--- config.mk ---
export PLATFORM = sky130hd
export DESIGN_NAME = game_sprite_motion_flat
export DESIGN_NICKNAME = d
export VERILOG_FILES = /design/src/rtl/game_sprite_motion_if.sv /design/src/rtl/game_sprite_motion.sv /design/src/flat_wrapper.sv
export SDC_FILE = /design/constraint.sdc
export NUM_CORES = 1
export LEC_CHECK = 0
export BUFFER_PORTS_ARGS = -buffer_cell sky130_fd_sc_hd__buf_2
export CAP_MARGIN = 20
export CORE_ASPECT_RATIO = 0.6
export CORE_UTILIZATION = 35
export CTS_CLUSTER_SIZE = 25
export DETAILED_ROUTE_END_ITERATION = 7
export GPL_TIMING_DRIVEN = 0
export PLACE_DENSITY_LB_ADDON = 0.12
export SETUP_SLACK_MARGIN = 0.2
export SYNTH_ARGS = -nofsm -noshare
export SYNTH_HDL_FRONTEND = slang
export SYNTH_SLANG_ARGS = --single-unit
--- constraint.sdc ---
create_clock -name clk -period 2.03 [get_ports clk]
set_input_delay 0.3045 -clock clk [delete_from_list [all_inputs] [get_ports clk]]
set_output_delay 0.3045 -clock clk [all_outputs]
set_load 0.05 [all_outputs]
--- src/rtl/game_sprite_motion_if.sv ---
// Bundle between game control / display stage and the sprite motion block.
// slave is the motion block's view; master is the driver (control logic or bench).
interface game_sprite_motion_if #(
   parameter int X_WIDTH  = 10,
   parameter int Y_WIDTH  = 10,
   parameter int DX_WIDTH = 2,
   parameter int DY_WIDTH = 2
);
   logic                frame_strobe;
   logic                enable_update;
   logic                write_xy;
   logic [X_WIDTH-1:0]  write_x;
   logic [Y_WIDTH-1:0]  write_y;
   logic                write_dxy;
   logic [DX_WIDTH-1:0] write_dx;
   logic [DY_WIDTH-1:0] write_dy;
   logic [X_WIDTH-1:0]  sprite_x;
   logic [Y_WIDTH-1:0]  sprite_y;
   logic                sprite_moving;
   logic                step_pulse;

   modport slave (
      input  frame_strobe, enable_update,
      input  write_xy, write_x, write_y,
      input  write_dxy, write_dx, write_dy,
      output sprite_x, sprite_y, sprite_moving, step_pulse
   );

   modport master (
      output frame_strobe, enable_update,
      output write_xy, write_x, write_y,
      output write_dxy, write_dx, write_dy,
      input  sprite_x, sprite_y, sprite_moving, step_pulse
   );
endinterface

--- src/rtl/game_sprite_motion.sv ---
// Per-sprite position generator: steps x/y by a signed velocity once every
// UPDATE_DIV frame strobes while MOVING; position/velocity loaded by strobes.
module game_sprite_motion #(
   parameter int X_WIDTH    = 10,
   parameter int Y_WIDTH    = 10,
   parameter int DX_WIDTH   = 2,
   parameter int DY_WIDTH   = 2,
   parameter int UPDATE_DIV = 4
) (
   input  logic                  clk,
   input  logic                  reset,
   game_sprite_motion_if.slave   bus
);

   localparam int CNT_W = (UPDATE_DIV > 1) ? $clog2(UPDATE_DIV) : 1;

   typedef enum logic [1:0] {
      IDLE   = 2'd0,
      ARMED  = 2'd1,
      MOVING = 2'd2
   } state_e;

   state_e              state_q;
   logic [X_WIDTH-1:0]  x_q;
   logic [Y_WIDTH-1:0]  y_q;
   logic [DX_WIDTH-1:0] dx_q;
   logic [DY_WIDTH-1:0] dy_q;
   logic [CNT_W-1:0]    cnt_q;
   logic                moving_q;
   logic                step_q;

   logic [X_WIDTH-1:0]  x_d;
   logic [Y_WIDTH-1:0]  y_d;
   logic                count_en;
   logic                cnt_last;

   // A load on write_xy always beats a strobe arriving in the same cycle.
   assign count_en = (state_q == MOVING) && bus.frame_strobe && !bus.write_xy;
   assign cnt_last = (cnt_q == CNT_W'(UPDATE_DIV - 1));

   // NOTE: every variable assigned in always_comb gets a value on all paths,
   // otherwise synthesis infers a latch.
   always_comb begin
      x_d = x_q + {{(X_WIDTH - DX_WIDTH){dx_q[DX_WIDTH-1]}}, dx_q};
      y_d = y_q + {{(Y_WIDTH - DY_WIDTH){dy_q[DY_WIDTH-1]}}, dy_q};
   end

   // NOTE: sequential state uses non-blocking assignments so every register
   // samples pre-edge values; the step below relies on the old dx_q/dy_q.
   always_ff @(posedge clk) begin
      if (!reset) begin
         state_q  <= IDLE;
         x_q      <= '0;
         y_q      <= '0;
         dx_q     <= '0;
         dy_q     <= '0;
         cnt_q    <= '0;
         moving_q <= 1'b0;
         step_q   <= 1'b0;
      end else begin
         step_q <= 1'b0;

         if (bus.write_xy) begin
            x_q   <= bus.write_x;
            y_q   <= bus.write_y;
            cnt_q <= '0;
         end else if (count_en) begin
            if (cnt_last) begin
               cnt_q  <= '0;
               x_q    <= x_d;
               y_q    <= y_d;
               step_q <= 1'b1;
            end else begin
               cnt_q <= cnt_q + CNT_W'(1);
            end
         end

         if (bus.write_dxy) begin
            dx_q <= bus.write_dx;
            dy_q <= bus.write_dy;
         end

         // Counter is left untouched on MOVING->ARMED so motion resumes mid-period.
         case (state_q)
            IDLE: begin
               if (bus.write_xy) state_q <= ARMED;
               moving_q <= 1'b0;
            end
            ARMED: begin
               if (bus.enable_update) begin
                  state_q  <= MOVING;
                  moving_q <= 1'b1;
               end else begin
                  moving_q <= 1'b0;
               end
            end
            MOVING: begin
               if (!bus.enable_update) begin
                  state_q  <= ARMED;
                  moving_q <= 1'b0;
               end else begin
                  moving_q <= 1'b1;
               end
            end
            default: begin
               state_q  <= IDLE;
               moving_q <= 1'b0;
            end
         endcase
      end
   end

   assign bus.sprite_x      = x_q;
   assign bus.sprite_y      = y_q;
   assign bus.sprite_moving = moving_q;
   assign bus.step_pulse    = step_q;

endmodule

--- src/flat_wrapper.sv ---
// flat-port wrapper written by rule: the top's interface ports become plain ports
module game_sprite_motion_flat 
#(
   parameter int X_WIDTH    = 10,
   parameter int Y_WIDTH    = 10,
   parameter int DX_WIDTH   = 2,
   parameter int DY_WIDTH   = 2,
   parameter int UPDATE_DIV = 4
)
  (clk, reset, bus_frame_strobe, bus_enable_update, bus_write_xy, bus_write_x, bus_write_y, bus_write_dxy, bus_write_dx, bus_write_dy, bus_sprite_x, bus_sprite_y, bus_sprite_moving, bus_step_pulse);
  game_sprite_motion_if #(.X_WIDTH(X_WIDTH), .Y_WIDTH(Y_WIDTH), .DX_WIDTH(DX_WIDTH), .DY_WIDTH(DY_WIDTH)) bus_i ();
  input  logic clk;
  input  logic reset;
  input wire logic [$bits(bus_i.frame_strobe)-1:0] bus_frame_strobe;
  input wire logic [$bits(bus_i.enable_update)-1:0] bus_enable_update;
  input wire logic [$bits(bus_i.write_xy)-1:0] bus_write_xy;
  input wire logic [$bits(bus_i.write_x)-1:0] bus_write_x;
  input wire logic [$bits(bus_i.write_y)-1:0] bus_write_y;
  input wire logic [$bits(bus_i.write_dxy)-1:0] bus_write_dxy;
  input wire logic [$bits(bus_i.write_dx)-1:0] bus_write_dx;
  input wire logic [$bits(bus_i.write_dy)-1:0] bus_write_dy;
  output wire logic [$bits(bus_i.sprite_x)-1:0] bus_sprite_x;
  output wire logic [$bits(bus_i.sprite_y)-1:0] bus_sprite_y;
  output wire logic [$bits(bus_i.sprite_moving)-1:0] bus_sprite_moving;
  output wire logic [$bits(bus_i.step_pulse)-1:0] bus_step_pulse;
  assign bus_i.frame_strobe = bus_frame_strobe;
  assign bus_i.enable_update = bus_enable_update;
  assign bus_i.write_xy = bus_write_xy;
  assign bus_i.write_x = bus_write_x;
  assign bus_i.write_y = bus_write_y;
  assign bus_i.write_dxy = bus_write_dxy;
  assign bus_i.write_dx = bus_write_dx;
  assign bus_i.write_dy = bus_write_dy;
  assign bus_sprite_x = bus_i.sprite_x;
  assign bus_sprite_y = bus_i.sprite_y;
  assign bus_sprite_moving = bus_i.sprite_moving;
  assign bus_step_pulse = bus_i.step_pulse;
  game_sprite_motion #(.X_WIDTH(X_WIDTH), .Y_WIDTH(Y_WIDTH), .DX_WIDTH(DX_WIDTH), .DY_WIDTH(DY_WIDTH), .UPDATE_DIV(UPDATE_DIV)) u_core (.clk(clk), .reset(reset), .bus(bus_i));
endmodule
==> impl_summary.log <==
INFO  metric run_status = finished, final reports clean
INFO  metric final-setup-viol-count = 0
INFO  metric grt_setup_unrepaired = yes
INFO  metric clkLatencyLatePin = 0.28 ns
INFO  metric most_used_flip_flop_cell_after_synthesis = sky130_fd_sc_hd__dfxtp_1
INFO  metric groute.usage.overall = 20.3%
INFO  metric synth_fp_nets = 311
INFO  metric antenna_found_initial = 0
INFO  metric fillers = 585
INFO  metric placeableCoreArea = 0.00573 sq mm
INFO  metric postSynthCellCount = 256
INFO  metric cts.clk_slew.worst_paths = 0.07 ns
INFO  metric synth.ff_latch_count = 30
INFO  metric power.static_leakage = 1.32 nW
INFO  metric synth.yosys.seq_area_share = 28.0%
INFO  metric first_pass_iters = 4
INFO  metric setup_total_negative_slack = 0 ns
INFO  metric achievable-frequency = 512 MHz
INFO  metric slowest_delay = 0.45 ns
INFO  metric critPathSlowestCell = sky130_fd_sc_hd__dfxtp_4
INFO  metric share_of_final_layout_standard_cells_stronger_than_drive_strength_1 = 37.8%
INFO  metric die_h = 62.6 microns
INFO  metric cts_htree_levels = 2
INFO  metric criticalPathCategory = register to register
INFO  metric total_of_hold_buffers_inserted_after_clock_tree_synthesis = 0
INFO  metric ys_warn_count = 0
INFO  metric die_x = 103 microns
INFO  metric dp_worst_setup_slack = 0.0196 ns
INFO  metric critical_path_arrival = 2.13 ns
INFO  metric route.vias.total = 2044
INFO  metric post-dp-hpwl = 4470 microns
INFO  metric skew = 0.00681 ns
INFO  metric synthDominantAreaCellType = sky130_fd_sc_hd__dfxtp_1
INFO  metric cts-buffers-inserted = 5
INFO  metric tightest_slew = 0.681 ns
INFO  metric final-hold-violation-count = 0
INFO  metric die_area = 0.00645 sq mm
INFO  metric postRouteWirelength = 6180 microns
INFO  metric antenna_cells_inserted = 0
INFO  metric vias_per_instance = 5.07
INFO  metric number_of_flops_mapped_to_enable_cells_by_yosys = 0
INFO  metric number_of_distinct_library_cells_after_synthesis = 47
INFO  metric avgSynthCellArea = 8.38 sq um
INFO  metric drv_slew = 0
INFO  metric gp_routability_congestion = 0.875
INFO  metric dp.cells = 384
INFO  metric gr-total-overflow = 0
INFO  metric worstHoldPathType = primary input to register
INFO  metric grt_first_pass_wirelength = 9960 microns
INFO  metric async_flop_share = 0%
INFO  metric netlist_top_cells_area = sky130_fd_sc_hd__dfxtp_1 (28%), sky130_fd_sc_hd__ha_1 (13%), sky130_fd_sc_hd__a21oi_1 (6.3%)
INFO  metric post_route_clock_period_utilization = 96.2%
INFO  metric power_per_cell_area = 582 mW/mm^2
INFO  metric buffer_ports.inserted = 48
INFO  metric path_cells = ha_1 > and3_1 > a22o_1 > a31oi_4 > o21ai_0 > a221o_2
INFO  metric worst_slew_margin_rel = 54.6%
INFO  metric dr.first_iter.drc_count = 75
INFO  metric maxCapViolations = 0
INFO  metric layoutNonFillerInstCount = 403
INFO  metric finalWorstSetupSlack = 0.0763 ns
INFO  metric clkSinkCount = 30
INFO  metric end_kind = register
INFO  metric post_synth_instance_area = 0.00214 sq mm
INFO  metric final_period_minus_worst_setup_slack = 1.95 ns
INFO  metric worstPathRequired = 2.20 ns
INFO  metric maximum_number_of_pins_on_one_net_before_global_route_repair = 12
INFO  metric multiInputGateArea = 0.00164 sq mm
INFO  metric hold-worst-slack = 0.260 ns
INFO  metric ctsLongestPathBuffers = 2
INFO  metric critPathMaxFanout = 10
INFO  metric p_total = 1.69 mW
INFO  metric grt_pass1_vias = 1961
INFO  metric ant_nets = 0
INFO  metric seq_area = 647 sq um
INFO  metric worst_ir_drop_vdd = 0.254 mV
INFO  metric post_drt_wl_per_cell = 15.3 microns
INFO  metric initial_core_util = 37.4%
INFO  metric placement_rows = 21
INFO  metric cts.root.buffer_cell = sky130_fd_sc_hd__clkbuf_8
INFO  metric crit_path_start_kind = register
INFO  metric drc = 0
INFO  metric synth_top_area_share = 28.0%
INFO  metric floorplan.io_pins = 52
INFO  metric final_net_count = 377
INFO  metric area_delta_synth_final = 35.4%
INFO  metric cts_tree = done
-- Yosys cell counts, drive strengths merged, types with 3 or more instances --
library cell and instances:
dfxtp 30, a21oi 27, nand2 26, ha 23
nor2 23, o21ai 14, a21o 12, xor2 9
clkbuf 8, inv 8, a211oi 7, mux2i 7
buf 5, o21bai 5, and3 4, nand2b 4
nor3 4, o22ai 4, a31oi 3, xnor2 3
-- cell usage in the layout (no fill, tap or decap), types with 9 or more instances in the layout --
master / netlist / final
sky130_fd_sc_hd__o21ai_0: 14 / 12
sky130_fd_sc_hd__a21o_1: 12 / 12
sky130_fd_sc_hd__dfxtp_1: 30 / 13
sky130_fd_sc_hd__nand2_1: 26 / 26
sky130_fd_sc_hd__a21oi_1: 27 / 25
sky130_fd_sc_hd__buf_2: 3 / 50
sky130_fd_sc_hd__ha_1: 23 / 12
sky130_fd_sc_hd__buf_4: 1 / 10
sky130_fd_sc_hd__dfxtp_4: 0 / 10
sky130_fd_sc_hd__nor2_1: 23 / 22
sky130_fd_sc_hd__xor2_1: 9 / 9
-- routing by layer --
metal	GRT usage, %	wire length, microns
met5	0	0
met4	2.64	15
met3	4.81	364
met2	27.9	2460
met1	31.9	3340
-- per-stage QoR --
step / area [sq um] / util [%]
2_1_floorplan: 2250 / -
3_3_place_gp: 2590 / 45.2
3_5_place_dp: 2590 / 45.2
4_1_cts: 2780 / 48.5
5_1_grt: 2900 / 50.7
6_report: 2900 / 50.7
-- worst max-delay path, delay by kind of cell, from the launching register on --
kind	cells	cell delay [ns]
adders and majority gates	1	0.30
DFF	1	0.45
and+or+nand+nor	1	0.20
AOI/OAI and AO/OA	4	0.90
-- final cells by class --
type | instances | share of cell area, %
multi-input combinational | 205 | 56.5
sequential | 30 | 22.3
timing repair buffer | 59 | 11.5
tap | 80 | 3.45
clock buffer | 7 | 2.97
buffer | 13 | 2.07
inverter | 8 | 1.03
clock inverter | 1 | 0.172
-- where the power goes --
part	internal (mW)	switching [mW]	total (mW)	leakage, nW
clock network	0.274	0.236	0.510	0.0482
registers	0.625	0.0488	0.674	0.256
logic	0.202	0.302	0.505	1.02
total	1.10	0.587	1.69	1.32
-- logic make-up after synthesis --
| logic type | share of synthesized area [%] |
|---|---|
| AO/OA/AOI/OAI | 28.5 |
| XOR/XNOR | 4.90 |
| adder cells (fa/ha/maj) | 15.3 |
| buffers and inverters | 4.03 |
| flip-flops | 28.0 |
| multiplexers | 3.27 |
| AND/OR/NAND/NOR | 16.0 |
-- sequential cells by signal (all words and copies together) (netlist names) --
name	cells
u_core.bus.sprite_moving	1
u_core.state_q	2
u_core.bus.sprite_y	10
u_core.bus.step_pulse	1
u_core.dy_q	2
u_core.cnt_q	2
u_core.dx_q	2
u_core.bus.sprite_x	10
-- path summary, 6_finish.rpt --
check	startpoint	to	slack [ns]	cells past startpoint
max	u_core.dy_q[1]$_SDFFE_PN0P_	u_core.bus.sprite_y[9]$_SDFFE_PN0P_	0.08	6
min	bus_write_x[1]	u_core.bus.sprite_x[1]$_SDFFE_PN0P_	0.26	3
min reg2reg	u_core.cnt_q[1]$_SDFFE_PP0P_	u_core.cnt_q[1]$_SDFFE_PP0P_	0.46	2
max reg2reg	u_core.dy_q[1]$_SDFFE_PN0P_	u_core.bus.sprite_y[9]$_SDFFE_PN0P_	0.08	6
-- what timing repair did --
action,CTS,global route
endpoints found under the setup margin,15,15
setup buffers,6,5
pin swaps,11,10
gates resized for setup,12,22
(Power assumes the default switching activity.)
